`src/rtl/output_vote_classifier_if.sv`:
```
// Bundle between the network grid's output core and the vote classifier:
// the spike stream and frame marker go in, the classification result comes out.
interface output_vote_classifier_if #(
  parameter int NUM_CLASSES  = 9,
  parameter int PACKET_WIDTH = 8,
  parameter int COUNT_WIDTH  = 16
);
  localparam int CLS_W = $clog2(NUM_CLASSES);

  logic [PACKET_WIDTH-1:0] packet_out;
  logic                    packet_out_valid;
  logic                    frame_done;
  logic [CLS_W-1:0]        class_out;
  logic [COUNT_WIDTH-1:0]  max_votes;
  logic                    class_valid;
  logic                    busy;
  logic                    frame_overrun;

  modport master (
    output packet_out, packet_out_valid, frame_done,
    input  class_out, max_votes, class_valid, busy, frame_overrun
  );

  modport slave (
    input  packet_out, packet_out_valid, frame_done,
    output class_out, max_votes, class_valid, busy, frame_overrun
  );
endinterface

```
`src/rtl/output_vote_classifier.sv`:
```
// Per-class vote tally of the grid output stream; on frame_done the counts are
// snapshotted and scanned one class per cycle for the winner (ties -> lower index).
module output_vote_classifier #(
  parameter int NUM_CLASSES  = 9,
  parameter int PACKET_WIDTH = 8,
  parameter int COUNT_WIDTH  = 16
) (
  input  logic                      clk,
  input  logic                      rst,
  output_vote_classifier_if.slave   bus
);
  localparam int CLS_W = $clog2(NUM_CLASSES);
  localparam logic [COUNT_WIDTH-1:0] COUNT_MAX = '1;
  localparam logic [CLS_W-1:0]       LAST_IDX  = CLS_W'(NUM_CLASSES - 1);

  localparam logic [1:0] ST_COUNT = 2'd0;
  localparam logic [1:0] ST_SCAN  = 2'd1;
  localparam logic [1:0] ST_DONE  = 2'd2;

  logic [1:0]             state_reg;
  logic [CLS_W-1:0]       cls;
  logic [CLS_W-1:0]       scan_idx_reg;
  logic [CLS_W-1:0]       best_idx_reg;
  logic [CLS_W-1:0]       best_idx_next;
  logic [CLS_W-1:0]       class_out_reg;
  logic [COUNT_WIDTH-1:0] best_cnt_reg;
  logic [COUNT_WIDTH-1:0] best_cnt_next;
  logic [COUNT_WIDTH-1:0] scan_cnt;
  logic [COUNT_WIDTH-1:0] max_votes_reg;
  logic                   class_valid_reg;
  logic                   frame_overrun_reg;
  logic                   frame_accept;

  logic [NUM_CLASSES-1:0][COUNT_WIDTH-1:0] snap_all;

  assign cls          = CLS_W'(32'(bus.packet_out) % 32'(NUM_CLASSES));
  assign frame_accept = bus.frame_done && (state_reg == ST_COUNT);

  // Live counters keep counting in every state; the snapshot takes the
  // same-cycle vote too, so nothing falls between two frames.
  generate
    for (genvar gi = 0; gi < NUM_CLASSES; gi++) begin : g_class
      logic [COUNT_WIDTH-1:0] live_reg;
      logic [COUNT_WIDTH-1:0] live_next;
      logic [COUNT_WIDTH-1:0] snap_reg;

      always_comb begin
        live_next = live_reg;
        if (bus.packet_out_valid && (cls == CLS_W'(gi)) && (live_reg != COUNT_MAX))
          live_next = live_reg + 1'b1;
      end

      always_ff @(posedge clk) begin
        if (rst) begin
          live_reg <= '0;
          snap_reg <= '0;
        end else if (frame_accept) begin
          snap_reg <= live_next;
          live_reg <= '0;
        end else begin
          live_reg <= live_next;
        end
      end

      assign snap_all[gi] = snap_reg;
    end
  endgenerate

  assign scan_cnt = snap_all[scan_idx_reg];

  always_comb begin
    best_idx_next = best_idx_reg;
    best_cnt_next = best_cnt_reg;
    if (scan_cnt > best_cnt_reg) begin
      best_idx_next = scan_idx_reg;
      best_cnt_next = scan_cnt;
    end
  end

  // The result registers load on the last scan step, so they (and class_valid)
  // are visible during the DONE cycle.
  always_ff @(posedge clk) begin
    if (rst) begin
      state_reg         <= ST_COUNT;
      scan_idx_reg      <= '0;
      best_idx_reg      <= '0;
      best_cnt_reg      <= '0;
      class_out_reg     <= '0;
      max_votes_reg     <= '0;
      class_valid_reg   <= 1'b0;
      frame_overrun_reg <= 1'b0;
    end else begin
      class_valid_reg   <= 1'b0;
      frame_overrun_reg <= bus.frame_done && (state_reg != ST_COUNT);
      case (state_reg)
        ST_COUNT: begin
          if (frame_accept) begin
            scan_idx_reg <= '0;
            best_idx_reg <= '0;
            best_cnt_reg <= '0;
            state_reg    <= ST_SCAN;
          end
        end
        ST_SCAN: begin
          best_idx_reg <= best_idx_next;
          best_cnt_reg <= best_cnt_next;
          if (scan_idx_reg == LAST_IDX) begin
            class_out_reg   <= best_idx_next;
            max_votes_reg   <= best_cnt_next;
            class_valid_reg <= 1'b1;
            state_reg       <= ST_DONE;
          end else begin
            scan_idx_reg <= scan_idx_reg + 1'b1;
          end
        end
        ST_DONE: begin
          state_reg <= ST_COUNT;
        end
        default: begin
          state_reg <= ST_COUNT;
        end
      endcase
    end
  end

  assign bus.class_out     = class_out_reg;
  assign bus.max_votes     = max_votes_reg;
  assign bus.class_valid   = class_valid_reg;
  assign bus.busy          = (state_reg != ST_COUNT);
  assign bus.frame_overrun = frame_overrun_reg;
endmodule

```
`src/flat_wrapper.sv`:
```
// flat-port wrapper written by rule: the top's interface ports become plain ports
module output_vote_classifier_flat 
#(
  parameter int NUM_CLASSES  = 9,
  parameter int PACKET_WIDTH = 8,
  parameter int COUNT_WIDTH  = 16
)
  (clk, rst, bus_packet_out, bus_packet_out_valid, bus_frame_done, bus_class_out, bus_max_votes, bus_class_valid, bus_busy, bus_frame_overrun);
  output_vote_classifier_if #(.NUM_CLASSES(NUM_CLASSES), .PACKET_WIDTH(PACKET_WIDTH), .COUNT_WIDTH(COUNT_WIDTH)) bus_i ();
  input  logic clk;
  input  logic rst;
  input wire logic [$bits(bus_i.packet_out)-1:0] bus_packet_out;
  input wire logic [$bits(bus_i.packet_out_valid)-1:0] bus_packet_out_valid;
  input wire logic [$bits(bus_i.frame_done)-1:0] bus_frame_done;
  output wire logic [$bits(bus_i.class_out)-1:0] bus_class_out;
  output wire logic [$bits(bus_i.max_votes)-1:0] bus_max_votes;
  output wire logic [$bits(bus_i.class_valid)-1:0] bus_class_valid;
  output wire logic [$bits(bus_i.busy)-1:0] bus_busy;
  output wire logic [$bits(bus_i.frame_overrun)-1:0] bus_frame_overrun;
  assign bus_i.packet_out = bus_packet_out;
  assign bus_i.packet_out_valid = bus_packet_out_valid;
  assign bus_i.frame_done = bus_frame_done;
  assign bus_class_out = bus_i.class_out;
  assign bus_max_votes = bus_i.max_votes;
  assign bus_class_valid = bus_i.class_valid;
  assign bus_busy = bus_i.busy;
  assign bus_frame_overrun = bus_i.frame_overrun;
  output_vote_classifier #(.NUM_CLASSES(NUM_CLASSES), .PACKET_WIDTH(PACKET_WIDTH), .COUNT_WIDTH(COUNT_WIDTH)) u_core (.clk(clk), .rst(rst), .bus(bus_i));
endmodule
```
`config.mk`:
```
export PLATFORM = sky130hd
export DESIGN_NAME = output_vote_classifier_flat
export DESIGN_NICKNAME = d
export VERILOG_FILES = /design/src/rtl/output_vote_classifier_if.sv /design/src/rtl/output_vote_classifier.sv /design/src/flat_wrapper.sv
export SDC_FILE = /design/constraint.sdc
export NUM_CORES = 1
export LEC_CHECK = 0
export CORE_MARGIN = 2
export CORE_UTILIZATION = 55
export DETAILED_ROUTE_END_ITERATION = 6
export PLACE_DENSITY = 0.75
export SLEW_MARGIN = 20
export SYNTH_ARGS = -nofsm -noshare
export SYNTH_HDL_FRONTEND = slang
export SYNTH_SLANG_ARGS = --single-unit
```
`constraint.sdc`:
```
create_clock -name clk -period 7.49 [get_ports clk]
set_input_delay 0.749 -clock clk [delete_from_list [all_inputs] [get_ports clk]]
set_output_delay 0.749 -clock clk [all_outputs]
set_load 0.02 [all_outputs]
```
==> flow_metrics.py <==
metrics = {
    "sta": {
        "fin_crit_ns": 7.05,
        "skew_ns": 0.0257,
        "hold_viol": 0,
        "tightestPinTransition_ns": 1.08,
        "fmax_ghz": 0.142,
        "rsz0062_at_grt": "no",
        "relSlewSlack_pct": 27.8,
        "finalSetupViolCount": 0,
        "setup_ws_ns": 0.437,
        "drv_slew": 0,
        "fin_crit_sh_pct": 94.2,
    },
    "power_and_ir_drop": {
        "vdd_drop_max_mv": 0.123,
        "p_total_uw": 4460,
        "p_per_area_nw_per_um2": 231,
        "leakagePower_uw": 0.00669,
    },
    "finish": {
        "final_common_cell": "dfxtp_1",
        "syn_to_final_growth_pct": 12.3,
        "n_fill_cell": 2558,
        "n_antenna_cell": 0,
        "seq_area_um2": 6730,
        "multi_input_area_um2": 9950,
        "stdcell_area_um2": 19300,
        "drive_gt1_share_pct": 11.8,
        "layout_common_cells": "dfxtp_1 (334), nor2_1 (273), nand2_1 (172), a211oi_1 (86), a21oi_1 (84)",
        "postLayoutCoreUtil_pct": 63.0,
        "layout.nets": 2022,
    },
    "synthesis": {
        "synth_seq_cells": 336,
        "syn_area_um2": 17200,
        "synth_nets": 2029,
        "yosysSeqAreaShare_pct": 39.1,
        "yosysUniqueCellTypes": 92,
        "synthFlopType": "dfxtp_1",
        "async_flop_share_pct": 0,
        "synth_cells": 1985,
        "synth_edf_count": 0,
        "yosys_warnings": 0,
        "syn_area_per_cell_um2": 8.67,
    },
    "setup_path": {
        "worst_ep_required_time_ns": 7.84,
        "cpMaxStageDelayCell": "or4_1",
        "cp-end-kind": "flip-flop",
        "critPathMaxFanout": 11,
        "critPathMaxStageDelay_ns": 0.54,
        "reg2reg_to": "u_core.best_cnt_reg[4]",
        "r2r_start": "u_core.scan_idx_reg[2]",
        "start_kind": "input port",
        "cpMostUsedCell": "o21ai_0",
        "cp.depth": 31,
        "reg2regPathDepth": 17,
        "r2r_slack_ns": 2.31,
        "arrival_ns": 7.41,
        "worstSetupStartpoint": "bus_packet_out[5]",
        "crit_family": "simple AND/OR/NAND/NOR gates",
        "crit_type": "input port to flip-flop",
        "cp_num_buf_inv": 5,
    },
    "clocking": {
        "h-tree-depth": 2,
        "clock_latency_ns": 0.52,
        "cts_tree": "done",
        "path_clk_slew_ns": 0.06,
        "clock_sinks": 336,
        "clock_path_buffers": 3,
        "cts_buffers": 36,
        "root_buffer": "clkbuf_16",
    },
    "drt": {
        "postRouteAntennaNets": 0,
        "drc_errors": 0,
        "drt_iter0_drc": 1349,
        "first_pass_iters": 7,
        "via_count": 14900,
        "drt_wl_total_mm": 44.9,
        "wl_per_cell_um": 18.7,
        "via_per_inst": 6.22,
    },
    "die": {
        "die_w_um": 181,
        "row_count": 64,
        "core-area_um2": 30700,
        "die_y_um": 181,
        "start_util_pct": 56.1,
        "dieArea_um2": 32700,
        "pin_count": 35,
    },
    "global_routing": {
        "grt_overflow_total": 0,
        "antenna_found_initial": 2,
        "grt_max_degree": 112,
        "grtUsageTotal_pct": 26.6,
        "grt_pass1_vias": 13800,
        "grt_pass1_wl_mm": 71.6,
    },
    "worst_hold_path": {
        "holdPathEnd": "u_core.bus.max_votes[6]",
        "hold_depth": 2,
        "min_from": "u_core.bus.max_votes[6]",
        "hp-class": "flip-flop to flip-flop",
    },
    "placement": {
        "gp_congestion": 0.895,
        "dp_slack_ns": -0.200,
        "numPortBuffers": 34,
        "hpwl_mm": 30.6,
        "dpl_cell_area_um2": 18000,
    },
    "outcome": {
        "status": "complete, no violations",
    },
    "flow_run": {
        "max_cap_viol_count": 0,
    },
}
cell families (layout without fill, tap and decap cells):
group,count (synthesis),after routing,share of synthesized area [%]
adders and majority gates,34,34,2.45
xor gates and xnor gates,111,111,5.90
DFF,336,336,39.1
AOI/OAI and AO/OA,424,424,17.0
muxes,78,78,7.23
and+or+nand+nor,826,826,24.1
buffers and inverters,176,192,4.16
final cells by class:
class                           count  area share [%]
Multi-Input combinational cell   1473            51.5
Sequential cell                   336            34.8
Clock buffer                       50            5.57
Timing Repair Buffer               95            4.33
Tap cell                          396            2.56
Inverter                           36           0.699
Clock inverter                     11           0.505
how the worst max path moves through the flow:
stage	endpoint	slack (ns)
finish	u_core.g_class[1].snap_reg[15]	0.44
global route	u_core.g_class[1].snap_reg[15]	0.01
floorplan	u_core.g_class[1].snap_reg[15]	0.03
detailed placement	u_core.g_class[0].snap_reg[13]	-0.20
CTS	u_core.g_class[3].snap_reg[1]	0.29
global placement	u_core.g_class[1].snap_reg[1]	-0.03
stage by stage:
stage	hold slack, ns	instances	TNS (ns)
6_report	0.449	2397	0
5_1_grt	0.473	2397	0
4_1_cts	0.452	2393	0
3_5_place_dp	0.445	2332	-9.75
3_3_place_gp	0.431	2332	-0.0501
2_1_floorplan	0.420	1985	0
metal layers:
layer  global-route usage (%)  up-vias  part of all wire (%)
li1                         -     7195                     -
met1                     36.2     7096                    43
met2                     43.4      518                    47
met3                     3.81       91                   6.9
met4                     8.74        4                   3.0
met5                        0        -                 0.060
power breakdown:
group	leakage [uW]	total [uW]	internal, uW	switching, uW
sequential	0.00272	1870	1830	36.0
combinational	0.00338	827	296	531
clock	0.000583	1770	1040	728
Yosys cell counts (20+ instances only):
master | instances | area [um2]
nand4_1 | 35 | 219
buf_2 | 20 | 100
nand2_1 | 172 | 646
o21ai_0 | 80 | 400
o2111ai_1 | 20 | 175
xor2_1 | 50 | 438
o211ai_1 | 41 | 308
xnor2_1 | 57 | 499
clkbuf_1 | 104 | 390
mux2i_1 | 35 | 350
a21oi_1 | 85 | 425
nand3_1 | 74 | 370
nand2b_1 | 28 | 175
or3_1 | 31 | 194
dfxtp_1 | 336 | 6730
ha_1 | 32 | 400
and3_1 | 52 | 325
mux4_2 | 33 | 743
a211oi_1 | 87 | 653
inv_1 | 34 | 128
nor3_1 | 45 | 225
nor2_1 | 275 | 1030
worst min-delay path, delay by kind of cell (launching register included):
kind / cells / cell delay (ns)
simple gates: 1 / 0.05
compound gates: 1 / 0.05
flops: 1 / 0.30
what timing repair did:
action / in CTS / in global routing
hold buffers: 0 / 0
resized for setup: 0 / 16
setup endpoints to repair: 0 / 135
setup buffers: 0 / 4
(Power assumes the default switching activity.)
